===== src/rtl/tdc_pkg.sv =====
// Shared types and helpers for the tapped-delay-line TDC channel.
`timescale 1ns/1ps
package tdc_pkg;

    typedef enum logic [1:0] {
        IDLE  = 2'd0,
        ARMED = 2'd1,
        HOLD  = 2'd2,
        DEAD  = 2'd3
    } tdc_state_t;

    // Bits needed to hold a ones-count of 0..taps inclusive.
    function automatic int unsigned fine_width(input int unsigned taps);
        return $clog2(taps + 1);
    endfunction

endpackage


===== src/rtl/tdc_capture_ctrl_popcount.sv =====
// Combinational ones-count of a tap vector; bubble tolerant thermometer decode.
`timescale 1ns/1ps
module tdc_popcount
    import tdc_pkg::*;
#(
    parameter  int unsigned TAPS  = 32,
    localparam int unsigned CNT_W = fine_width(TAPS)
) (
    input  logic [TAPS-1:0]  vec,
    output logic [CNT_W-1:0] count
);

    always_comb begin
        count = '0;
        for (int unsigned i = 0; i < TAPS; i++) begin
            count = count + CNT_W'(vec[i]);
        end
    end

endmodule


===== src/rtl/tdc_capture_ctrl.sv =====
// Single TDC channel: synchronises delay-line taps, detects a hit at tap 0 and
// emits one {coarse, fine} timestamp per event with arm/hold/dead sequencing.
`timescale 1ns/1ps
module tdc_capture_ctrl
    import tdc_pkg::*;
#(
    parameter  int unsigned TAPS        = 32,
    parameter  int unsigned COARSE_W    = 24,
    parameter  int unsigned DEAD_CYCLES = 4,
    parameter  int unsigned LOST_W      = 8,
    localparam int unsigned FINE_W      = fine_width(TAPS)
) (
    input  logic                clk,
    input  logic                rst,
    input  logic                enable,
    input  logic [TAPS-1:0]     taps,
    output logic                ts_valid,
    input  logic                ts_ready,
    output logic [COARSE_W-1:0] ts_coarse,
    output logic [FINE_W-1:0]   ts_fine,
    output logic [LOST_W-1:0]   lost_count,
    output logic                busy
);

    localparam int unsigned DEAD_W = (DEAD_CYCLES > 0) ? $clog2(DEAD_CYCLES + 1) : 1;

    (* ASYNC_REG = "TRUE", keep = "true" *) logic [TAPS-1:0] s1_q;
    (* ASYNC_REG = "TRUE", keep = "true" *) logic [TAPS-1:0] s2_q;
    logic [TAPS-1:0]     s1_d, s2_d;
    logic                s2p_q, s2p_d;
    tdc_state_t          state_q, state_d;
    logic [COARSE_W-1:0] coarse_q, coarse_d;
    logic [DEAD_W-1:0]   dead_q, dead_d;
    logic                ts_valid_q, ts_valid_d;
    logic [COARSE_W-1:0] ts_coarse_q, ts_coarse_d;
    logic [FINE_W-1:0]   ts_fine_q, ts_fine_d;
    logic [LOST_W-1:0]   lost_q, lost_d;
    logic                busy_q, busy_d;

    logic                hit;
    logic [FINE_W-1:0]   fine_now;

    tdc_popcount #(.TAPS(TAPS)) u_popcount (
        .vec   (s2_q),
        .count (fine_now)
    );

    assign hit = s2_q[0] & ~s2p_q;

    always_comb begin
        s1_d        = taps;
        s2_d        = s1_q;
        s2p_d       = s2_q[0];
        coarse_d    = coarse_q + COARSE_W'(1);
        state_d     = state_q;
        dead_d      = dead_q;
        ts_coarse_d = ts_coarse_q;
        ts_fine_d   = ts_fine_q;
        lost_d      = lost_q;

        if (hit && (state_q == HOLD || state_q == DEAD) && lost_q != '1) begin
            lost_d = lost_q + LOST_W'(1);
        end

        if (!enable) begin
            state_d = IDLE;
        end else begin
            case (state_q)
                IDLE: begin
                    state_d  = ARMED;
                    coarse_d = '0;
                    lost_d   = '0;
                end
                ARMED: begin
                    if (hit) begin
                        ts_coarse_d = coarse_q;
                        ts_fine_d   = fine_now;
                        state_d     = HOLD;
                    end
                end
                HOLD: begin
                    if (ts_ready) begin
                        dead_d  = DEAD_W'(DEAD_CYCLES);
                        state_d = (DEAD_CYCLES == 0) ? ARMED : DEAD;
                    end
                end
                DEAD: begin
                    if (dead_q <= DEAD_W'(1)) begin
                        state_d = ARMED;
                    end else begin
                        dead_d = dead_q - DEAD_W'(1);
                    end
                end
                default: state_d = IDLE;
            endcase
        end

        // Outputs are registered from the next state so they line up with it.
        ts_valid_d = (state_d == HOLD);
        busy_d     = (state_d == HOLD) || (state_d == DEAD);
    end

    always_ff @(posedge clk or posedge rst) begin
        if (rst) begin
            s1_q        <= '0;
            s2_q        <= '0;
            s2p_q       <= 1'b0;
            state_q     <= IDLE;
            coarse_q    <= '0;
            dead_q      <= '0;
            ts_valid_q  <= 1'b0;
            ts_coarse_q <= '0;
            ts_fine_q   <= '0;
            lost_q      <= '0;
            busy_q      <= 1'b0;
        end else begin
            s1_q        <= s1_d;
            s2_q        <= s2_d;
            s2p_q       <= s2p_d;
            state_q     <= state_d;
            coarse_q    <= coarse_d;
            dead_q      <= dead_d;
            ts_valid_q  <= ts_valid_d;
            ts_coarse_q <= ts_coarse_d;
            ts_fine_q   <= ts_fine_d;
            lost_q      <= lost_d;
            busy_q      <= busy_d;
        end
    end

    assign ts_valid   = ts_valid_q;
    assign ts_coarse  = ts_coarse_q;
    assign ts_fine    = ts_fine_q;
    assign lost_count = lost_q;
    assign busy       = busy_q;

endmodule


===== config.mk =====
export PLATFORM = sky130hd
export DESIGN_NAME = tdc_capture_ctrl
export DESIGN_NICKNAME = d
export VERILOG_FILES = /design/src/rtl/tdc_pkg.sv /design/src/rtl/tdc_capture_ctrl_popcount.sv /design/src/rtl/tdc_capture_ctrl.sv
export SDC_FILE = /design/constraint.sdc
export NUM_CORES = 1
export LEC_CHECK = 0
export CAP_MARGIN = 20
export CORE_MARGIN = 10
export CORE_UTILIZATION = 58
export CTS_CLUSTER_DIAMETER = 200
export DETAILED_ROUTE_END_ITERATION = 6
export HOLD_SLACK_MARGIN = 0.08
export PLACE_DENSITY_LB_ADDON = 0.12
export SLEW_MARGIN = 20
export SYNTH_ARGS = -nofsm -noshare
export SYNTH_HDL_FRONTEND = slang
export SYNTH_SLANG_ARGS = --single-unit

===== constraint.sdc =====
create_clock -name clk -period 10.7 [get_ports clk]
set_input_delay 2.675 -clock clk [delete_from_list [all_inputs] [get_ports clk]]
set_output_delay 2.675 -clock clk [all_outputs]
set_load 0.01 [all_outputs]

==> reports/summary.log <==
INFO  clock_network  hold_buffers=0
INFO  flow_run       max_cap_viol_count=0
INFO  route          drtAntennaViolNets=0
INFO  setup_path     worst_setup_end_kind=register
INFO  die            coreArea=9200um2
INFO  route          detailedRoute.firstIterationViolations=188
INFO  timing         timing.final.setup_violations=0
INFO  power_and_ir_drop p_int=1.11mW
INFO  global_route   antenna_found_initial=0
INFO  setup_path     slowest_delay=560ps
INFO  timing         worstMarginPinSlew=978ps
INFO  route          dr.pass1.iters=5
INFO  min_path       timing.hold.worst.start=s1_q[9]
INFO  timing         drv_slew=0
INFO  final_layout   fillerInstances=613
INFO  timing         max_clock_freq=0.187GHz
INFO  clock_network  cts_resized=0
INFO  setup_path     critPathMaxFanout=5
INFO  power_and_ir_drop p_leak=3.16nW
INFO  synth          yosys_register_bits=134
INFO  timing         final.setup.tns=0ps
INFO  synth          seq_area_frac_synth=61.4%
INFO  setup_path     r2r_setup_slack=5370ps
INFO  power_and_ir_drop report.power.total=1.62mW
INFO  synth          synth_fp_nets=531
INFO  synth          synth.cell_area=5460um2
INFO  setup_path     r2r-start=s2_q[0]
INFO  power_and_ir_drop powerDensity=233nW/um2
INFO  setup_path     start_kind=register
INFO  timing         final_clock_period_utilization_by_the_worst_path=49.8%
INFO  die            fp.dieH=117um
INFO  power_and_ir_drop peakVddDrop=192uV
INFO  synth          syn_area_per_cell=11.9um2
INFO  synth          synth_warnings=0
INFO  die            dieArea=13700um2
INFO  clock_network  clock_sink_count=134
INFO  setup_path     timing.critical_path.required=11150ps
INFO  timing         clock_skew=8.18ps
INFO  global_route   groute.usage.overall=17.2%
INFO  status         outcome=finished, final reports clean
INFO  clock_network  insertion_delay=520ps
INFO  final_layout   drive_above_1_share=8.45%
INFO  global_route   globalRouteOverflowTotal=0
INFO  global_route   grt_start_max_net_pins=81
INFO  power_and_ir_drop total_switching_power=0.515mW
INFO  final_layout   diodes=0
INFO  timing         final.hold.worst_slack=350ps
INFO  setup_path     cp_common_cell=sky130_fd_sc_hd__fa_1
INFO  synth          async_set_reset_flop_share_out_of_synthesis=100%
INFO  power_and_ir_drop sw_frac_of_total=31.8%
INFO  clock_network  cts.clk_slew.worst_paths=60ps
INFO  route          routed-via-count=3574
INFO  clock_network  cts_tree=built
INFO  timing         finalCriticalPeriod=5330ps
INFO  die            initial_core_util=59.4%
INFO  placed_design  gp_congestion=0.828
INFO  power_and_ir_drop relative_contribution_of_the_clock_network_to_total_power=36.6%
INFO  timing         timing.slew.headroom=34.8%
INFO  setup_path     timing.rr.end=ts_fine[4]
INFO  timing         grt_setup_unrepaired=false
INFO  route          drt-wirelength-per-cell=16.1um
INFO  setup_path     critical_path_class=register to register
INFO  final_layout   nets=615
INFO  synth          synth_enable_flop_cells=0
INFO  die            placement_rows=35
INFO  final_layout   multi_input_area=1930um2
INFO  setup_path     arrival=5780ps
INFO  timing         timing_hold_violations_final=0
INFO  synth          synthCells=459
INFO  synth          post_synth_num_cell_types=45
INFO  final_layout   mostFrequentLayoutCells=sky130_fd_sc_hd__dfrtp_1, sky130_fd_sc_hd__nand2_1, sky130_fd_sc_hd__clkdlybuf4s50_1, sky130_fd_sc_hd__inv_1, sky130_fd_sc_hd__fa_1
INFO  final_layout   sequential_cell_area=3350um2
INFO  power_and_ir_drop power.share.sequential=35.9%
INFO  final_layout   final_common_cell=sky130_fd_sc_hd__dfrtp_1
INFO  power_and_ir_drop p_comb_share=27.5%
INFO  clock_network  cts_root_buf=sky130_fd_sc_hd__clkbuf_8
INFO  route          post_drt_via_cell_ratio=5.36
INFO  min_path       worstHoldEndpoint=s2_q[9]
INFO  clock_network  htree_num_levels=4
INFO  min_path       hold_class=register to register
INFO  synth          synthFlopType=sky130_fd_sc_hd__dfrtp_1
INFO  clock_network  setup_fix_buffers_added_after_clock_tree_synthesis=0
INFO  setup_path     critPathSlowestCell=sky130_fd_sc_hd__fa_1
INFO  clock_network  numCtsBuffers=17
INFO  clock_network  clk_path_buf_depth=2
INFO  route          drc_errors=0
INFO  die            dieWidth=117um
INFO  die            design.portCount=76
INFO  final_layout   areaGrowthSynthToFinish=27.4%
INFO  global_route   first_global_vias=3770
INFO  placed_design  dp_hpwl=7040um
INFO  placed_design  place.port_buffers=75
INFO  min_path       hold_path_depth=0
INFO  global_route   grt_first_pass_wirelength=18200um
INFO  setup_path     worst-r2r-cell-count=16
INFO  route          detail_route.wirelength=10700um
INFO  setup_path     worstPathCellList=ha_1, inv_1, fa_1, inv_1, fa_1, fa_1, fa_1, fa_1, inv_1, fa_1, fa_1, fa_1, nor2b_1, o21ai_0, a211o_1, nand3_1
-- flip-flops by register name (all words and copies together), names as in the netlist --
name,count
state_q,2
s2_q,32
ts_coarse,24
coarse_q,24
s1_q,32
lost_count,8
busy,1
ts_fine,6
ts_valid,1
dead_q,3
s2p_q,1
-- power groups by stage --
stage	combinational (mW)	sequential [mW]	clock [mW]
2_1_floorplan	0.299	0.594	0
3_3_place_gp	0.419	0.588	0
3_5_place_dp	0.439	0.590	0
4_1_cts	0.453	0.582	0.604
5_1_grt	0.519	0.588	0.631
6_report	0.445	0.582	0.594
-- cells in the mapped netlist (all sizes together) (2+ instances only) --
library cell  count  area, um2
nand4            11       68.8
nor4              5       31.3
or4               6       48.8
nand2b            3       18.8
nand3b            2       15.0
buf               2       10.0
o21bai            2       15.0
or3               5       32.5
nor2b             2       12.5
a31oi             3       18.8
or2               2       12.5
a41o              2       20.0
xor2              3       26.3
nor3              3       15.0
and4              2       17.5
mux2i             3       30.0
fa               24        480
o21ai            20        100
nor2             23       86.3
inv              37        139
dfrtp           134       3350
nand3            11       72.6
a21oi            13       65.1
or3b              2       17.5
clkbuf           11       41.3
nand2            87        327
nor3b             2       15.0
xnor2            10       87.6
o31ai             6       45.0
ha               12        150
-- worst max-delay path, delay by kind of cell (launching register included) --
family	cells	cell delay (ps)
AOI/OAI and AO/OA	2	430
buffers and inverters	3	150
and+or+nand+nor	2	190
DFF	1	420
adders and majority gates	9	4060
-- worst max path at each step --
stage             from         end  slack [ps]  cells after the start
3_5_place_dp   s2_q[0]  ts_fine[4]        5430                     16
3_3_place_gp   s2_q[0]  ts_fine[4]        5500                     16
6_report       s2_q[0]  ts_fine[4]        5370                     16
2_1_floorplan      rst        busy        4440                      1
5_1_grt        s2_q[0]  ts_fine[4]        5190                     16
4_1_cts        s2_q[0]  ts_fine[4]        5350                     16
-- metal layers --
layer  global-route usage, %  share of wire (%)  vias up
li1                        -                  -     1689
met1                    21.2                 43     1784
met2                    28.0                 50       89
met3                    5.96                5.6       12
met4                    5.52                1.0        0
met5                       0                  0        -
-- logic make-up after synthesis --
group / Yosys count / share of synthesized area [%]
simple gates: 169 / 14.9
flops: 134 / 61.4
compound gates: 54 / 6.05
buf+inv: 50 / 3.48
fa+ha+maj: 36 / 11.5
xor+xnor: 13 / 2.08
mux: 3 / 0.550
-- stage by stage --
stage / setup slack [ps] / std cells / util, % / cell area, um2
2_1_floorplan: 4440 / 459 / - / 5460
3_3_place_gp: 5500 / 635 / 68.9 / 6340
3_5_place_dp: 5430 / 635 / 68.9 / 6340
4_1_cts: 5350 / 667 / 75.7 / 6960
5_1_grt: 5190 / 667 / 75.7 / 6960
6_report: 5370 / 667 / 75.7 / 6960
-- final cells by class --
class	instances	share of cell area, %
Clock buffer	17	5.95
Clock inverter	15	2.98
Inverter	37	2.03
Multi-Input combinational cell	275	27.7
Sequential cell	134	48.2
Tap cell	111	2.00
Timing Repair Buffer	78	11.1
Note: power is estimated with default switching activity, not from simulation.
